<file path="src/rtl/rocc_decoupler_pkg.sv">
// Shared types and field widths for the RoCC command decoupler.
package rocc_decoupler_pkg;
    localparam int FUNCT_W = 7;
    localparam int RD_W    = 5;
    localparam int XLEN    = 64;
    // funct, rd, xd, xs1, xs2
    localparam int HDR_W   = FUNCT_W + RD_W + 3;

    typedef struct packed {
        logic [FUNCT_W-1:0] funct;
        logic [RD_W-1:0]    rd;
        logic               xd;
        logic               xs1;
        logic               xs2;
        logic [XLEN-1:0]    rs1;
        logic [XLEN-1:0]    rs2;
    } rocc_cmd_t;
endpackage

</file>
<file path="src/rtl/rocc_cmd_fifo.sv">
// Synchronous FIFO: registered pointers and occupancy, unreset storage.
module rocc_cmd_fifo #(
    parameter int WIDTH = 8,
    parameter int DEPTH = 4
) (
    input  logic                       clock,
    input  logic                       reset,
    input  logic                       push,
    input  logic [WIDTH-1:0]           in_data,
    output logic                       in_ready,
    input  logic                       pop,
    output logic                       out_valid,
    output logic [WIDTH-1:0]           out_data,
    output logic [$clog2(DEPTH+1)-1:0] occupancy
);
    localparam int AW = $clog2(DEPTH);
    localparam int OW = $clog2(DEPTH+1);
    localparam logic [OW-1:0] FULL = OW'(DEPTH);

    logic [WIDTH-1:0] mem [DEPTH];
    logic [AW-1:0]    wr_ptr, rd_ptr;
    logic             do_push, do_pop;

    assign in_ready  = (occupancy != FULL);
    assign out_valid = (occupancy != '0);
    assign do_push   = push && in_ready;
    assign do_pop    = pop && out_valid;
    assign out_data  = mem[rd_ptr];

    // DEPTH is a power of two, so pointer wrap is the natural overflow.
    always_ff @(posedge clock or posedge reset) begin
        if (reset) begin
            wr_ptr    <= '0;
            rd_ptr    <= '0;
            occupancy <= '0;
        end else begin
            if (do_push) wr_ptr <= wr_ptr + 1'b1;
            if (do_pop)  rd_ptr <= rd_ptr + 1'b1;
            if (do_push && !do_pop)      occupancy <= occupancy + 1'b1;
            else if (do_pop && !do_push) occupancy <= occupancy - 1'b1;
        end
    end

    always_ff @(posedge clock) begin
        if (do_push) mem[wr_ptr] <= in_data;
    end
endmodule

</file>
<file path="src/rtl/rocc_cmd_decoupler.sv">
// RoCC command decoupler: command FIFO, outstanding-response throttle, busy and error tracking.
module rocc_cmd_decoupler
    import rocc_decoupler_pkg::*;
#(
    parameter int xLen            = XLEN,
    parameter int DEPTH           = 4,
    parameter int MAX_OUTSTANDING = 4
) (
    input  logic                       clock,
    input  logic                       reset,
    input  logic                       core_cmd_valid,
    output logic                       core_cmd_ready,
    input  logic [FUNCT_W-1:0]         core_cmd_funct,
    input  logic [RD_W-1:0]            core_cmd_rd,
    input  logic                       core_cmd_xd,
    input  logic                       core_cmd_xs1,
    input  logic                       core_cmd_xs2,
    input  logic [xLen-1:0]            core_cmd_rs1,
    input  logic [xLen-1:0]            core_cmd_rs2,
    output logic                       acc_cmd_valid,
    input  logic                       acc_cmd_ready,
    output logic [FUNCT_W-1:0]         acc_cmd_funct,
    output logic [RD_W-1:0]            acc_cmd_rd,
    output logic                       acc_cmd_xd,
    output logic                       acc_cmd_xs1,
    output logic                       acc_cmd_xs2,
    output logic [xLen-1:0]            acc_cmd_rs1,
    output logic [xLen-1:0]            acc_cmd_rs2,
    input  logic                       acc_resp_valid,
    output logic                       acc_resp_ready,
    input  logic [RD_W-1:0]            acc_resp_rd,
    input  logic [xLen-1:0]            acc_resp_data,
    output logic                       core_resp_valid,
    input  logic                       core_resp_ready,
    output logic [RD_W-1:0]            core_resp_rd,
    output logic [xLen-1:0]            core_resp_data,
    output logic                       rocc_busy,
    output logic                       err_unexpected_resp,
    output logic [$clog2(DEPTH+1)-1:0] occupancy
);
    localparam int W  = HDR_W + 2*xLen;
    localparam int CW = $clog2(MAX_OUTSTANDING+1);
    localparam logic [CW-1:0] MAX_CNT = CW'(MAX_OUTSTANDING);

    logic [W-1:0]  head;
    logic          fifo_ready, fifo_valid, push, pop, inc, dec, throttle;
    logic [CW-1:0] outstanding;

    // Ready is forced low while reset is held so nothing is taken during reset.
    assign core_cmd_ready = fifo_ready && !reset;
    assign push           = core_cmd_valid && core_cmd_ready;

    rocc_cmd_fifo #(.WIDTH(W), .DEPTH(DEPTH)) u_fifo (
        .clock     (clock),
        .reset     (reset),
        .push      (push),
        .in_data   ({core_cmd_funct, core_cmd_rd, core_cmd_xd, core_cmd_xs1,
                     core_cmd_xs2, core_cmd_rs1, core_cmd_rs2}),
        .in_ready  (fifo_ready),
        .pop       (pop),
        .out_valid (fifo_valid),
        .out_data  (head),
        .occupancy (occupancy)
    );

    assign {acc_cmd_funct, acc_cmd_rd, acc_cmd_xd, acc_cmd_xs1,
            acc_cmd_xs2, acc_cmd_rs1, acc_cmd_rs2} = head;

    assign throttle      = acc_cmd_xd && (outstanding == MAX_CNT);
    assign acc_cmd_valid = fifo_valid && !throttle;
    assign pop           = acc_cmd_valid && acc_cmd_ready;

    assign core_resp_valid = acc_resp_valid;
    assign acc_resp_ready  = core_resp_ready;
    assign core_resp_rd    = acc_resp_rd;
    assign core_resp_data  = acc_resp_data;

    assign inc = pop && acc_cmd_xd;
    assign dec = core_resp_valid && core_resp_ready;

    always_ff @(posedge clock or posedge reset) begin
        if (reset) begin
            outstanding         <= '0;
            err_unexpected_resp <= 1'b0;
        end else if (inc && !dec) begin
            outstanding <= outstanding + 1'b1;
        end else if (dec && !inc) begin
            if (outstanding == '0) err_unexpected_resp <= 1'b1;
            else                   outstanding <= outstanding - 1'b1;
        end
    end

    assign rocc_busy = (occupancy != '0) || (outstanding != '0);
endmodule
</file>
<file path="config.mk">
export PLATFORM = sky130hd
export DESIGN_NAME = rocc_cmd_decoupler
export DESIGN_NICKNAME = d
export VERILOG_FILES = /design/src/rtl/rocc_decoupler_pkg.sv /design/src/rtl/rocc_cmd_fifo.sv /design/src/rtl/rocc_cmd_decoupler.sv
export SDC_FILE = /design/constraint.sdc
export NUM_CORES = 1
export LEC_CHECK = 0
export BUFFER_PORTS_ARGS = -buffer_cell sky130_fd_sc_hd__buf_2
export CORE_MARGIN = 1.5
export CORE_UTILIZATION = 57
export CTS_BUF_LIST = sky130_fd_sc_hd__clkbuf_4
export CTS_CLUSTER_DIAMETER = 40
export CTS_CLUSTER_SIZE = 30
export DETAILED_ROUTE_END_ITERATION = 8
export GPL_TIMING_DRIVEN = 0
export HOLD_SLACK_MARGIN = 0.15
export PLACE_DENSITY_LB_ADDON = 0.25
export SYNTH_ARGS = -nofsm -noshare
export SYNTH_HDL_FRONTEND = slang
export SYNTH_SLANG_ARGS = --single-unit
</file>
<file path="constraint.sdc">
create_clock -name clock -period 5.83 [get_ports clock]
set_clock_uncertainty 0.2 [all_clocks]
set_input_delay 1.166 -clock clock [delete_from_list [all_inputs] [get_ports clock]]
set_output_delay 1.166 -clock clock [all_outputs]
set_load 0.01 [all_outputs]
</file>
## Word-level counts from Yosys, hierarchy flattened

Memory sizes are Yosys's and may differ from the RTL's.
Cells that the tools add are included.

- Register bits: 11
- Bits in latches: 0
- Bits in writable memories: 572
- Memory bits (read-only): 0
- Output and inout bits: 221
- Word-level logic and storage cells: 50
- Memories: 1

- Add/subtract/negate cells: 6
- Multipliers: 0
- Div/mod/pow operators: 0
- Order comparisons: 0
- Equal/unequal tests: 3
- Shift-type cells: 0
- Mux-type cells: 7
- Bitwise gates (word level): 1
- Reduce and logical (&&, ||, !) cells: 27

Memory list:

| memory | words | bits a word | read ports | clocked after memory_dff | wr ports | line | RTL |
|---|---|---|---|---|---|---|---|
| u_fifo.mem | 4 | 143 | 1 | 0 | 1 | rocc_cmd_fifo.sv:20 | `logic [WIDTH-1:0] mem [DEPTH];` |

Operator list:

| operator | number |
|---|---|
| 3-bit two-way mux | 5 |
| 1-bit logical AND | 13 |
| 3-bit by 1-bit adder with 3-bit output, second input constant | 2 |
| 1-bit zero test | 6 |
| 3-bit nonzero test | 2 |
| 3-bit by 1-bit subtractor with 3-bit output, second input constant | 2 |
| 2-bit by 1-bit adder with 2-bit output, second input constant | 2 |
| 2-bit nonzero test | 2 |
| 3-bit equality test, second input constant | 1 |
| 3-bit zero test | 1 |
| 3-bit inequality test, second input constant | 1 |
| 3-bit AND reduction | 1 |
| 1-bit two-way mux | 2 |
| 2-bit inequality test, second input constant | 1 |
| 2-bit AND reduction | 1 |
| 1-bit logical OR | 1 |
| 1-bit NOT | 1 |

## Depth between registers and ports, before layout

Gate-level depths: netlist of run 1.

- Word-level depth: 10
- Gate-level depth with buffers: 10
- Gate-level depth less buffers: 9

## By module

A second synthesis of run 1 with hierarchy kept.

- Cells, all modules: 892
- Area, all modules: 21862.2 µm²

By module, submodules not included:

| module | instances | cells each | area an instance (µm²) |
|---|---|---|---|
| rocc_cmd_fifo | 1 | 783 | 21005.1 |
| rocc_cmd_decoupler | 1 | 109 | 857.1 |

## Worst setup path before layout of run 1

Ideal clock, no wire load.

- Path kind: input port to flip-flop
- From: in core_cmd_valid
- To: mem u_fifo.mem[2][0] (netlist name), enable pin
- Arrival time: 4.851 ns
- Required time: 5.110 ns
- Setup slack: 0.259 ns
- Stages on the path: 3
- Cells stage by stage: inv_1 > a211oi_4 > and2_1

- Longest elaborated chain between the ends: 4

Ends and longest elaborated chain:

| item | line | RTL |
|---|---|---|
| from (decl) | rocc_cmd_decoupler.sv:11 | `input logic core_cmd_valid,` |
| 1-bit logical AND | rocc_cmd_decoupler.sv:51 | `assign push = core_cmd_valid && core_cmd_ready;` |
| 1-bit logical AND | rocc_cmd_fifo.sv:26 | `assign do_push = push && in_ready;` |
| via u_fifo.do_push | rocc_cmd_fifo.sv:22 | `logic do_push, do_pop;` |
| 1-bit two-way mux | rocc_cmd_fifo.sv:45 | `if (do_push) mem[wr_ptr] <= in_data;` |
| 1-bit two-way mux (implied by the code) | rocc_cmd_fifo.sv:45 |  |
| to (decl) | rocc_cmd_fifo.sv:20 |  |

The timed path passes the listed nets, and every way through them passes these cells.

## Final worst setup path of run 1

- From: reg u_fifo.rd_ptr[1]
- To: out acc_cmd_rs1[2]

- Longest elaborated chain between the ends: 1

Ends and longest elaborated chain:

| item | line | RTL |
|---|---|---|
| from (decl) | rocc_cmd_fifo.sv:21 | `logic [AW-1:0] wr_ptr, rd_ptr;` |
| from (signal assigned) | rocc_cmd_fifo.sv:38 | `if (do_pop) rd_ptr <= rd_ptr + 1'b1;` |
| memory 4 x 143 bit | - |  |
| to (decl) | rocc_cmd_decoupler.sv:27 | `output logic [xLen-1:0] acc_cmd_rs1,` |

No other way between the ends.

==> metrics.txt, run 1 <==
initial core utilization between 50% and 60%; CTS buffer count 60; WP data required ~4.5 ns; largest cells by area after synthesis edfxtp_1, mux4_2, buf_4; Core ar. between 0.03 and 0.04 mm2; PortBufs roughly 370; Final Non-Filler Cells 1907; 1st-pass router iterations 5; multiplexer share of the synthesized area between 10% and 20%; FFs w/ async S/R, synth between 1.5 and 2%; final WL 41.7 mm; initial antenna violation count 13; Vias 10400; Post-synth EDFFs between 500 and 600; number of global-route vias before repair between 10000 and 15000; Clock Sinks 583; main flop type after synthesis edfxtp_1; simple-gate portion of the synthesized area less than 1%; Mapped Avg Cell Area ~25 um2; Fin. Hold Viols 0; outcome finished clean; placed cell count roughly 1800; Slew @ Worst Pin slightly below 0.7 ns; worst setup path category flop to primary output; CP endpoint kind primary output; post-synthesis cell type count 34; remaining global-route overflow 0; Max VDD drop approximately 0.31 mV; crit path max fanout 10; area leader, netlist edfxtp_1; RePlAce Congestion around 0.74; Final Max Tran Viols 0; Seq/Total Area, Yosys just under 80%; IO Count about 440; chip height between 150 and 200 um; Worst EP arrival 2.68 ns; pin count of the biggest net entering global routing 59; Post-Synthesis Cells 894; YS warnings 0; clock tree buffer depth 3; Most Frequent Cell on Critical Path buf_2; Vias/cell ~5.4; synthesis-stage register bit count between 500 and 600; Tcrit/Tclk final slightly below 70%; delay-heaviest family, CP buffers and inverters; clk slew on worst S/H paths approximately 0.15 ns; layout cell share with drive strength beyond 1 ~53%; Critical Path Slowest Stage Cell mux4_2; Power Dens Cells between 400 and 500 mW/mm2; share of the synthesized area in the top cell type between 70% and 80%; Root Driver clkbuf_4; P_leak between 9 and 10 nW; post-synthesis compound-gate area fraction less than 1%; initial DRC count 609; worst stage delay on the critical path approximately 0.37 ns; CP Cell Sequence buf_2, buf_2, buf_2, mux4_2, buf_2; setup TNS 0 ns; Setup Viol. Count Final 0; Clk Latency, worst-skew pair between 0.8 and 0.9 ns; maxcap violations 0; htree depth 2; Synth Area in XOR/XNOR less than 1%; largest family of logic cells by synthesized area multiplexers; Syn-to-layout area delta 17.2%; CTS tree yes; unrepaired setup endpoints after global routing no; min Tclk post-route 4.05 ns; first-pass GRT wire length between 60 and 70 mm; gr usage total between 20% and 30%; Post-CTS Resized 0; DP Wirelength between 20 and 30 mm; Critical Path Start Type flop; post-DR wirelength/cell ~22 um; Slew headroom 54.7%; Post-DRT Antenna Nets 0; Die Wd around 200 um; FMAX 0.247 GHz; Core Rows 71; Hold Path Class flop to flop; Post-Syn Nets roughly 1100; crit path buf inv count 4; Remaining DRCs 0; Final nets 1565; Total Die Area 0.0397 mm2; Mapped Area 0.0219 mm2; post-synthesis adder-cell area fraction 0.582%
-- synthesized netlist by cell type (3+ instances only) --
cell and instances:
and2_1 5, buf_2 13, buf_4 72, buf_6 15, clkbuf_1 5, dfrtp_1 11, edfxtp_1 572, ha_1 7
inv_1 8, mux2i_1 3, mux4_2 142, nor2_1 6, nor3_1 4, xnor2_1 3, xor2_1 3
-- layout by cell type, fill, tap and decap left out, types with 4 or more instances in the layout --
cell type,synthesis,layout
clkinv_2,0,4
inv_1,8,8
mux4_2,142,142
clkbuf_1,5,5
dfrtp_1,11,11
buf_6,15,15
buf_4,72,72
inv_8,0,6
clkbuf_4,0,63
and2_4,0,4
edfxtp_1,572,572
inv_6,0,16
ha_1,7,7
buf_16,0,8
diode_2,0,7
clkinvlp_4,0,9
nor2_1,6,6
buf_12,0,4
buf_2,13,382
nor3_1,4,4
clkinv_1,0,4
-- flip-flops by register name (all words and copies together) (netlist names) --
signal	count
u_fifo.rd_ptr	2
err_unexpected_resp	1
u_fifo.mem	572
u_fifo.occupancy	3
u_fifo.wr_ptr	2
outstanding	3
-- final timing paths --
| path | start | end | slack (ns) | cells after the start |
|---|---|---|---|---|
| max | u_fifo.rd_ptr[1] | acc_cmd_rs1[2] | 1.78 | 5 |
| min | err_unexpected_resp | err_unexpected_resp | 0.30 | 1 |
| max reg2reg | u_fifo.rd_ptr[0] | outstanding[2] | 3.02 | 10 |
| min reg2reg | err_unexpected_resp | err_unexpected_resp | 0.30 | 1 |
| max in group asynchronous | reset | outstanding[0] | 4.37 | 3 |
| min in group asynchronous | reset | outstanding[2] | 0.72 | 3 |
-- what timing repair did --
action	CTS	global route
hold buffers	1	0
buffers inserted	0	0
endpoints found under the hold margin	11	0
-- through the flow --
| stage | setup WS (ns) | hold WS [ns] | util (%) | instance area, um2 | total power (W) |
|---|---|---|---|---|---|
| after global routing | 1.56 | 0.239 | 68.1 | 25700 | 0.0116 |
| after CTS | 1.59 | 0.232 | 68.1 | 25700 | 0.0112 |
| after floorplan | 0.259 | 0.293 | - | 21900 | 0.00764 |
| after global placement | -2.51 | 0.240 | 64.7 | 24400 | 0.00896 |
| final | 1.78 | 0.298 | 68.1 | 25700 | 0.0110 |
| after detailed placement | 2.52 | 0.254 | 65.5 | 24700 | 0.00897 |
-- area by class of cell --
cell class	instances	area [um2]
inverter	8	30.0
buffer	105	793
timing repair buffer	382	2160
sequential	583	17500
fill	2410	12000
clock inverter	50	483
clock buffer	63	473
multi-input combinational	198	3680
tap	511	639
antenna	7	17.5
-- worst register-to-register path, cell delays in order, from the launching register on --
cell and delay [ns]:
dfrtp_1 0.35, buf_2 0.15, buf_2 0.30, mux2i_1 0.32
and3_2 0.21, ha_1 0.25, inv_1 0.08, fa_1 0.42
nor2_1 0.16, a21oi_1 0.09, o31ai_1 0.20
-- per-layer routing --
layer	up-vias	part of all wire [%]	global-route usage, %
li1	4607	-	-
met2	383	51	34.9
met1	5312	39	27.4
met5	-	0.19	0
met3	65	8.1	6.18
met4	12	2.1	6.93
-- kinds of logic after synthesis --
logic type      after synthesis
flops                       583
fa+ha+maj                     9
compound gates               14
mux                         147
xor+xnor                      6
buf+inv                     113
simple gates                 22
-- power breakdown --
group / internal, W / switching [W] / leakage [nW]
clock: 0.000779 / 0.00147 / 0.506
combinational: 0.00170 / 0.00187 / 3.23
sequential: 0.00509 / 0.000124 / 5.32
Note: power is estimated with default switching activity, not from simulation.
==> run 2, diff against run 1 <==
clock period = 3.9 ns   (was 5.83 ns; I/O delays follow)
==> metrics.txt, run 2 (synthesized netlist as in run 1, its figures left out) <==
Total Die Area about 0.040 mm2; clk slew on worst S/H paths 0.13 ns; Setup Viol. Count Final 0; Remaining DRCs 0; clock tree buffer depth 3; Root Driver clkbuf_4; combinational share of power approximately 33%; Clk network pwr share a little over a fifth; crit path max fanout 10; remaining global-route overflow 0; most common cell after layout, fill and taps aside edfxtp_1; Critical Path Start Type flop; fill count roughly 2300; CTS tree yes; Hold Path Class flop to flop; Syn-to-layout area delta 24.0%; Post-CTS Resized 0; IO Count 439; CP endpoint kind primary output; Final Cell Area about 0.027 mm2; min Tclk post-route roughly 3.7 ns; register area 0.0175 mm2; initial core utilization between 50% and 60%; initial antenna violation count 3; first-pass GRT wire length around 65 mm; Die Wd approximately 200 um; final WL ~44 mm; worst setup path category flop to primary output; Clock Sinks around 580; Clk Latency, worst-skew pair 0.81 ns; unrepaired setup endpoints after global routing no; Power Dens Cells just over 600 mW/mm2; Final nets approximately 1700; Fin. Hold Viols 0; outcome finished clean; Worst EP arrival between 2 and 3 ns; area of the multi-input gates roughly 0.0037 mm2; Tcrit/Tclk final between 90% and 100%; Final WS setup 0.235 ns; max FFs per register about 570; switch share 31.4%; Post-CTS Setup Inserts 0; WL met1 about 17 mm; most frequent cells in the layout edfxtp_1, buf_2, dlygate4sd3_1; WP data required around 3 ns; Slew headroom 43.2%; pin count of the biggest net entering global routing 56; P_int between 0.01 and 0.015 W; met3 WL approximately 3.2 mm; maxcap violations 0; Hold Buf Count CTS roughly 150; PortBufs between 300 and 400; Core Rows 71; Vias approximately 11000; number of global-route vias before repair around 12000; Sw Pwr roughly 0.0053 W; Max VDD drop about 0.54 mV; Vias/cell between 5 and 6; Final Max Tran Viols 0; met2 WL 22.9 mm; gr usage total between 20% and 30%; post-DR wirelength/cell around 22 um; FMAX roughly 0.27 GHz; Reg power frac 46.4%; P_leak 9.68 nW; Core ar. 0.0378 mm2; dpl ws roughly 0.75 ns; RePlAce Congestion around 0.7; Most flops, register u_fifo.mem; DR top layer met5; CTS buffer count between 50 and 60; placed instance area between 0.02 and 0.025 mm2; layout cell share with drive strength beyond 1 about 48%; htree depth 2; final design utilization 72.1%; Post-DRT Antenna Nets 0; Slew @ Worst Pin between 0.8 and 0.9 ns; DP Wirelength ~27 mm; chip height between 150 and 200 um; top flop regs u_fifo.mem (572), outstanding (3), u_fifo.occupancy (3); 1st-pass router iterations 5; initial DRC count between 500 and 600
[run 2: final timing paths]
| path | slack (ns) | cells past startpoint | from | to |
|---|---|---|---|---|
| worst max-delay path | 0.23 | 5 | u_fifo.rd_ptr[1] | acc_cmd_rs1[51] |
| min in group asynchronous | 0.35 | 3 | reset | u_fifo.occupancy[0] |
| max in group asynchronous | 2.81 | 3 | reset | outstanding[2] |
| worst max register to register | 0.98 | 4 | u_fifo.occupancy[0] | u_fifo.mem[0][83] |
| worst min-delay path | 0.29 | 1 | err_unexpected_resp | err_unexpected_resp |
| worst min register to register | 0.29 | 1 | err_unexpected_resp | err_unexpected_resp |
[run 2: layout make-up]
| class | count | area share [%] |
|---|---|---|
| timing repair buffer | 525 | 13.1 |
| antenna | 2 | 0.0184 |
| sequential | 583 | 64.2 |
| inverter | 8 | 0.110 |
| clock buffer | 63 | 1.74 |
| tap | 511 | 2.35 |
| buffer | 105 | 2.92 |
| clock inverter | 47 | 2.04 |
| multi-input combinational | 198 | 13.5 |
[run 2: power by group through the flow]
stage	Combinational [W]	Clock [W]	Sequential (W)
after CTS	0.00558	0.00365	0.00781
after global routing	0.00591	0.00387	0.00786
final	0.00547	0.00354	0.00781
after detailed placement	0.00545	0	0.00795
after floorplan	0.00343	0	0.00794
after global placement	0.00531	0	0.00800
[run 2: metal layers]
metal,track usage [%],vias to the layer above
met4,7.21,2
li1,-,4895
met3,5.33,67
met2,38.2,387
met5,0,-
met1,28.4,5586
[run 2: stage by stage]
step / hold slack, ns / setup TNS, ns / instances / power [W]
finish: 0.292 / 0 / 2042 / 0.0168
global route: 0.294 / 0 / 2042 / 0.0176
CTS: 0.229 / 0 / 2040 / 0.0170
detailed placement: 0.245 / 0 / 1784 / 0.0134
global placement: 0.241 / -708.67 / 1774 / 0.0133
floorplan: 0.293 / 0 / 894 / 0.0114
[run 2: worst max-delay path: stages, from the launching register on]
cell and delay, ns:
dfrtp_1 0.34, buf_2 0.31, buf_2 0.33, buf_2 0.34, mux4_2 0.38, buf_2 0.17
